File: config.mk
export PLATFORM = sky130hd
export DESIGN_NAME = router_pe_port
export DESIGN_NICKNAME = d
export VERILOG_FILES = /design/src/rtl/router_pe_port_pkg.sv /design/src/rtl/router_pe_port_vc_slot.sv /design/src/rtl/router_pe_port.sv
export SDC_FILE = /design/constraint.sdc
export NUM_CORES = 1
export LEC_CHECK = 0
export BUFFER_PORTS_ARGS = -buffer_cell sky130_fd_sc_hd__buf_4
export CAP_MARGIN = 20
export CELL_PAD_IN_SITES_DETAIL_PLACEMENT = 1
export CELL_PAD_IN_SITES_GLOBAL_PLACEMENT = 2
export CORE_AREA = 2 2 157 174
export CTS_CLUSTER_SIZE = 25
export DETAILED_ROUTE_END_ITERATION = 10
export DIE_AREA = 0 0 159 176
export PLACE_DENSITY_LB_ADDON = 0.1
export RECOVER_POWER = 100
export SLEW_MARGIN = 5
export SYNTH_ARGS = -nofsm -noshare
export SYNTH_HDL_FRONTEND = slang
export SYNTH_SLANG_ARGS = --single-unit
File: constraint.sdc
create_clock -name clk -period 8.5 [get_ports clk]
set_clock_uncertainty 0.2 [all_clocks]
set_input_delay 1.7 -clock clk [delete_from_list [all_inputs] [get_ports clk]]
set_output_delay 1.7 -clock clk [all_outputs]
set_load 0.03 [all_outputs]
File: src/rtl/router_pe_port_pkg.sv
// Shared constants for the router-side PE link port: default packet width
// and the virtual-channel encoding carried in packet bit 0.
package router_pe_port_pkg;

    localparam int DEFAULT_DATA_W = 64;

    // VC bit values: even packets use buffer 0, odd packets use buffer 1.
    localparam logic VC_EVEN = 1'b0;
    localparam logic VC_ODD  = 1'b1;

    // Packets are numbered MSB-first [0:DATA_W-1]; the VC bit is bit 0.
    localparam int VC_BIT = 0;

endpackage

File: src/rtl/router_pe_port_vc_slot.sv
// Single-entry packet buffer with a full flag. Load writes the entry and sets
// full; clear empties it. The owner never loads a full slot, so load and
// clear are never both asserted.
module vc_slot
    import router_pe_port_pkg::*;
#(
    parameter int DATA_W = DEFAULT_DATA_W
) (
    input  logic              clk,
    input  logic              reset,
    input  logic              load,
    input  logic              clear,
    input  logic [0:DATA_W-1] din,
    output logic [0:DATA_W-1] dout,
    output logic              full
);

    logic [0:DATA_W-1] data_q;

    // Full flag: set on load, cleared on drain, emptied by reset.
    always_ff @(posedge clk) begin
        // NOTE: state registers use non-blocking assignments so every flop samples pre-edge values.
        if (reset) begin
            full <= 1'b0;
        end else if (load) begin
            full <= 1'b1;
        end else if (clear) begin
            full <= 1'b0;
        end
    end

    // Packet storage: captured on load only.
    always_ff @(posedge clk) begin
        // NOTE: the payload is not reset; the full flag alone says whether it is meaningful.
        if (load) begin
            data_q <= din;
        end
    end

    assign dout = data_q;

endmodule

File: src/rtl/router_pe_port.sv
// Router-side endpoint of the NIC link. Ingress packets from the NIC land in
// per-VC buffers and are offered to the switch with round-robin arbitration;
// egress packets from the switch land in per-VC buffers and cross the link
// when their VC matches the active link VC (the inverse of polarity).
module router_pe_port
    import router_pe_port_pkg::*;
#(
    parameter int DATA_W = DEFAULT_DATA_W
) (
    input  logic              clk,
    input  logic              reset,
    output logic              polarity,
    input  logic              pe_si,
    output logic              pe_ri,
    input  logic [0:DATA_W-1] pe_di,
    output logic              pe_so,
    input  logic              pe_ro,
    output logic [0:DATA_W-1] pe_do,
    output logic              sw_out_valid,
    input  logic              sw_out_ready,
    output logic [0:DATA_W-1] sw_out_data,
    input  logic              sw_in_valid,
    output logic              sw_in_ready,
    input  logic [0:DATA_W-1] sw_in_data,
    output logic              proto_err
);

    logic              av;          // active link VC
    logic              rr;          // VC that wins when both ingress buffers are full
    logic              sel;         // ingress VC presented to the switch
    logic              ev;          // VC of the packet offered by the switch
    logic              link_in;     // NIC-to-router transfer this cycle
    logic              sw_pop;      // switch takes the ingress packet this cycle
    logic [1:0]        ib_full, ib_load, ib_clear;
    logic [1:0]        eb_full, eb_load, eb_clear;
    logic [0:DATA_W-1] ib_data [2];
    logic [0:DATA_W-1] eb_data [2];

    assign av = ~polarity;

    // Ingress side: link handshake, buffer select and switch pop.
    always_comb begin
        // NOTE: every signal gets a default before any conditional write so no latch is inferred.
        ib_load      = '0;
        ib_clear     = '0;
        pe_ri        = ~ib_full[av];
        link_in      = pe_si & ~ib_full[av];
        ib_load[av]  = link_in;
        sw_out_valid = |ib_full;
        sel          = (&ib_full) ? rr : ib_full[VC_ODD];
        sw_out_data  = ib_data[sel];
        sw_pop       = sw_out_valid & sw_out_ready;
        ib_clear[sel] = sw_pop;
    end

    // Egress side: switch push into the packet's VC buffer, link delivery on the active VC.
    always_comb begin
        eb_load      = '0;
        eb_clear     = '0;
        ev           = sw_in_data[VC_BIT];
        sw_in_ready  = ~eb_full[ev];
        eb_load[ev]  = sw_in_valid & ~eb_full[ev];
        pe_so        = eb_full[av] & pe_ro;
        pe_do        = eb_data[av];
        eb_clear[av] = pe_so;
    end

    // Polarity toggles every cycle; rr passes priority to the other VC after a pop;
    // proto_err latches a NIC packet whose VC bit disagrees with the active VC.
    always_ff @(posedge clk) begin
        if (reset) begin
            polarity  <= 1'b0;
            rr        <= VC_EVEN;
            proto_err <= 1'b0;
        end else begin
            polarity <= ~polarity;
            if (sw_pop) begin
                rr <= ~sel;
            end
            if (link_in && (pe_di[VC_BIT] != av)) begin
                proto_err <= 1'b1;
            end
        end
    end

    vc_slot #(.DATA_W(DATA_W)) ib0 (
        .clk   (clk),
        .reset (reset),
        .load  (ib_load[VC_EVEN]),
        .clear (ib_clear[VC_EVEN]),
        .din   (pe_di),
        .dout  (ib_data[VC_EVEN]),
        .full  (ib_full[VC_EVEN])
    );

    vc_slot #(.DATA_W(DATA_W)) ib1 (
        .clk   (clk),
        .reset (reset),
        .load  (ib_load[VC_ODD]),
        .clear (ib_clear[VC_ODD]),
        .din   (pe_di),
        .dout  (ib_data[VC_ODD]),
        .full  (ib_full[VC_ODD])
    );

    vc_slot #(.DATA_W(DATA_W)) eb0 (
        .clk   (clk),
        .reset (reset),
        .load  (eb_load[VC_EVEN]),
        .clear (eb_clear[VC_EVEN]),
        .din   (sw_in_data),
        .dout  (eb_data[VC_EVEN]),
        .full  (eb_full[VC_EVEN])
    );

    vc_slot #(.DATA_W(DATA_W)) eb1 (
        .clk   (clk),
        .reset (reset),
        .load  (eb_load[VC_ODD]),
        .clear (eb_clear[VC_ODD]),
        .din   (sw_in_data),
        .dout  (eb_data[VC_ODD]),
        .full  (eb_full[VC_ODD])
    );

endmodule

; ---- Yosys cells after proc, flatten, opt, wreduce, memory -nomap -nowiden
; Index checks and enable logic that the tools add are counted.
[word_totals]
wordCells = 71
latchBits = 0
memories = 0
rom_bits = 0
out_inout_bits = 134
inputBits = 134
ff_bits = 263
ramBits = 0
[classes]
div = 0
reduce_logical = 10
add_sub_neg = 0
mux = 27
magnitude_cmp = 8
shifts = 0
bitwise_logic = 14
n_mul = 0
n_eq_ne = 1
[op_table]
columns = operator, count
row1 = 64-bit two-way mux, 6
row2 = 1-bit two-way mux, 18
row3 = 2-bit AND, 4
row4 = 2-bit nonzero test, 4
row5 = "1-bit by 2-bit < comparator with 1-bit output, second input constant", 3
row6 = 1-bit AND, 4
row7 = "2-bit >= comparator, second input constant", 2
row8 = 1-bit logical AND, 4
row9 = 1-bit NOT, 4
row10 = 1-bit NOT with 2-bit output, 2
row11 = 1-bit demux with 1-bit select, 3
row12 = "1-bit >= comparator, second input constant", 3
row13 = 2-bit AND reduction, 1
row14 = 2-bit OR reduction, 1
row15 = 1-bit inequality test, 1

; ---- Longest topological paths before layout
[depth]
depth_word = 9
depth_mapped = 6
depth_no_buf = 5

; ---- By module
; A second synthesis with hierarchy kept.
[hier_totals]
cells_unflattened = 441
hier_area_um2 = 9601.7
[modules_own_cells]
columns = mod, seq_area_each_um2, n_inst, cells_each, area_each_um2
row1 = vc_slot, 1941.9, 4, 68, 1960.6
row2 = router_pe_port, 60.1, 1, 169, 1759.2

; ---- Worst setup path before layout
; No wires, ideal clock.
[synth_path]
kind = input to register
start = in sw_in_data[0] (netlist bit)
end = reg eb0.data_q (netlist bit eb0.dout[0]) (enable)
setup_ps = 580
setup_slack_ps = 1314
required_ps = 7720
stages = 1
arrival_time_ps = 6406
n_path_buf = 0
path_cell_list = nor3b_1
[synth_between]
elab_chain_cells = 5
elab_cells_between_ends = 10
classes_between = 2 x order compare / 4 x mux / 3 x bitwise / 1 x reduce/logical
[synth_lines]
columns = item, line
row1 = start: declaration, router_pe_port.sv:24  ; input logic [0:DATA_W-1] sw_in_data,
row2 = 1-bit by 2-bit < comparator with 1-bit output (implied by the code) (tied with other cells), router_pe_port.sv:62  ; eb_load[ev] = sw_in_valid & ~eb_full[ev];
row3 = 1-bit logical AND (implied by the code) / 1-bit two-way mux (equally long branches), router_pe_port.sv:62
row4 = 1-bit two-way mux (implied by the code) / 1-bit NOT (equally long branches), router_pe_port.sv:62
row5 = 1-bit demux with 1-bit select / 1-bit AND (equally long branches), router_pe_port.sv:62
row6 = 2-bit AND (no source line) (*), -
row7 = end signal: assignment, router_pe_port_vc_slot.sv:36  ; data_q <= din;
row8 = end: declaration, router_pe_port_vc_slot.sv:18  ; logic [0:DATA_W-1] data_q;
; Mark *: on every way between the ends. The rest lies on a longest branch, timed or not. The select of a mux whose other input is x is not followed.
; A chain may end at the register's enable or synchronous reset.

; ---- Worst setup path after layout
[layout_path]
start = reg ib0.full
end = out sw_out_data[51] (netlist bit)
[layout_between]
elab_chain_cells = 6
[layout_lines]
columns = item, line
row1 = start: declaration, router_pe_port_vc_slot.sv:15  ; output logic full
row2 = start signal: assignment, router_pe_port_vc_slot.sv:24  ; full <= 1'b0;
row3 = start signal: assignment, router_pe_port_vc_slot.sv:26  ; full <= 1'b1;
row4 = start signal: assignment, router_pe_port_vc_slot.sv:28  ; full <= 1'b0;
row5 = 2-bit AND reduction, router_pe_port.sv:50  ; sel = (&ib_full) ? rr : ib_full[VC_ODD];
row6 = 1-bit two-way mux, router_pe_port.sv:50
row7 = 1-bit NOT with 2-bit output (implied by the code), router_pe_port.sv:51  ; sw_out_data = ib_data[sel];
row8 = 64-bit two-way mux (implied by the code) (3 in series), router_pe_port.sv:51
row9 = end: declaration, router_pe_port.sv:21  ; output logic [0:DATA_W-1] sw_out_data,
; No other way between the ends. The select of a mux whose other input is x is not followed.

==> results.md <==
* EDFF count, synth at 256
* Die X at around 160 um
* Yosys reg bits at 263
* CP arrival at 3.61 ns
* Nets at about 860
* DR vias at 5,030
* Share of the synthesized area in the top cell type at 78.2%
* Reg area at 7830 um2
* Initial core utilization at between 30% and 40%
* Post-synth top area cell: edfxtp_1
* Largest net degree at the start of global routing at 75
* Kind of critical path: reg2out
* Clock buffer count from CTS at 29
* Synth top area cells: edfxtp_1, mux2_2, mux2_4
* Run status: finished, violations left
* CORE AREA at ~26,000 um2
* Die span in y at ~180 um
* Top cells by instance count after synthesis: edfxtp_1, mux2_2, mux2_4
* Slew @ Worst Pin at 3.81 ns
* Sink Count at 263
* Library cells used by synthesis at 22
* Fmax at 0.181 GHz
* Setup ws final at ~3.0 ns
* Row cnt at 62
* Hold-fix buffers, CTS at 0
* Max Buffers Root-to-Sink at 3
* Sequential fraction of the synthesis area at 79.7%
* Post-Syn Nets at between 500 and 600
* Worst Setup Start Kind: register
* # fillers at ~2,600
* Main flop type after synthesis: edfxtp_1
* Power per cell area at 243 nW/um2
* Initial DRC Count at around 210
* Post-Place Setup Slack at 4.22 ns
* VDD IR max at ~0.00017 V
* Slew HR at -154%
* Max cap viols at 4
* Number of top-level pins at 268
* CTS H-tree lvls at 1
* Layout cell share with drive strength beyond 1 at 36.0%
* Worst EP required at between 6 and 7 ns
* Max-slew violations at 218
* Port bufs at 267
* Reg clk slew, reported paths at about 0.05 ns
* Mapped Area at 9830 um2
* Final Cycle Share at 64.9%
* Layout area overhead at 26.2%
* Top-count cell post-synth: edfxtp_1
* Grt total ovfl at 0
* Antenna violations before repair at 1
* WL/cell at about 18 um
* Slowest stage delay, CP at about 1.2 ns
* Root Driver: clkbuf_16
* WL final at 20.1 mm
* Setup repair after global routing missed its margin: false
* Worst skew pair latency at 0.52 ns
* Final ANT Viol Nets at 0
* Setup bufs post-CTS at 0
* Post-Syn Area per Cell at 22.3 um2
* Failing checks: max-capacitance violations, max-slew violations
* Endpoints failing setup at 0
* CP max FO at between 50 and 60
* Post-route DRC at 0
* Min cycle time layout at ~5.5 ns
* Hold Fails Final Rpt at 0
* Setup TNS at 0 ns
* Multi-input logic area at about 1600 um2
* Crit path buf inv count at 2
* Cell count after synthesis at 440
* Tightest Hold Check Type: reg2reg
* Crit path max-delay family: buffers and inverters
* CP endpoint kind: output port
* Post-cts sizing count at 0
* Number of global-route vias before repair at 5,599
* Routability cong. at 0.736
* YS warnings at 0
* CTS tree: built
* Drt pass-1 iters at 4
* Vias per inst at 4.56
* First-pass GRT wire length at 30.9 mm
* CP cell instances: nor2b_1 > nand2b_1 > clkbuf_2 > mux2_2 > clkbuf_1
* Async S/R FF share, synth at 0%
* Die area at ~28,000 um2
* Leak at ~4.3 nW
* DPL Wire Length at 13.5 mm
* Gr usage total at 14.1%
* Slowest cell on crit path: clkbuf_2
final timing paths:
kind	startpoint	endpoint	slack, ns	depth (start not counted)
worst max-delay path	ib0.full	sw_out_data[51]	2.99	5
worst min-delay path	proto_err	proto_err	0.29	2
worst max register to register	polarity	ib0.dout[62]	3.50	4
worst min register to register	proto_err	proto_err	0.29	2
cells by family after synthesis:
| family | count (synthesis) | share of synthesized area (%) |
|---|---|---|
| simple gates | 18 | 1.04 |
| flops | 263 | 79.7 |
| compound gates | 9 | 0.586 |
| mux | 131 | 16.8 |
| buf+inv | 19 | 1.86 |
power by group:
group / switching [W] / internal, W / total [W]
Combinational: 0.000208 / 0.000111 / 0.000319
Clock: 0.000470 / 0.000713 / 0.00118
Sequential: 0.0000143 / 0.00150 / 0.00152
Total: 0.000693 / 0.00233 / 0.00302
cells in the final DEF (no fill, tap or decap):
cell,count
a211oi_1,1
a21oi_1,4
a22oi_1,1
a311oi_1,2
and4b_1,1
buf_4,54
bufinv_16,3
clkbuf_1,133
clkbuf_16,29
clkbuf_2,1
clkbuf_4,91
clkinv_1,7
clkinv_2,5
clkinvlp_4,3
dfxtp_1,6
dfxtp_2,1
diode_2,1
edfxtp_1,256
inv_1,4
mux2_1,46
mux2_2,78
mux2_4,4
mux2i_1,3
nand2_1,5
nand2b_1,1
nor2_1,7
nor2b_1,2
nor3b_1,1
o21ai_0,1
or2_2,1
state kept, by name (all words and copies together), names as in the netlist:
name       count
ib1.dout      64
eb0.dout      64
eb1.dout      64
ib0.full       1
proto_err      1
ib1.full       1
rr             1
polarity       1
eb0.full       1
ib0.dout      64
eb1.full       1
layout make-up:
| cell class | count | area share [%] |
|---|---|---|
| Clock buffer | 35 | 6.03 |
| Sequential cell | 263 | 63.1 |
| Tap cell | 352 | 3.55 |
| Antenna cell | 1 | 0.0202 |
| Clock inverter | 18 | 1.32 |
| Multi-Input combinational cell | 158 | 13.2 |
| Inverter | 4 | 0.121 |
| Timing Repair Buffer | 273 | 12.7 |
metal layers:
metal  vias up  global-route usage, %  wire length (um)  part of all wire [%]
li1       2333                      -                 -                     -
met1      2462                   16.1              7460                    37
met4         0                   3.83               282                   1.4
met2       220                   24.6             10300                    51
met5         -                      0                 0                     0
met3        15                   5.87              2140                    11
worst reg2reg max path: stages (launching register included):
cell and delay, ns:
dfxtp_2 0.31, buf_4 0.70, nand2_1 0.16, nor2_1 0.90, clkbuf_1 2.21
through the flow:
step                area, um2  total power, W  utilization (%)  instances  hold WS [ns]
CTS                     13100         0.00313             50.2       1103         0.294
finish                  12400         0.00302             47.6       1104         0.286
detailed placement      12200         0.00192             46.7       1050         0.278
floorplan                9830         0.00177                -        440         0.290
global route            12400         0.00314             47.6       1104         0.325
global placement        12200         0.00191             46.7       1050         0.265
Power figures use the tool's default switching activity.
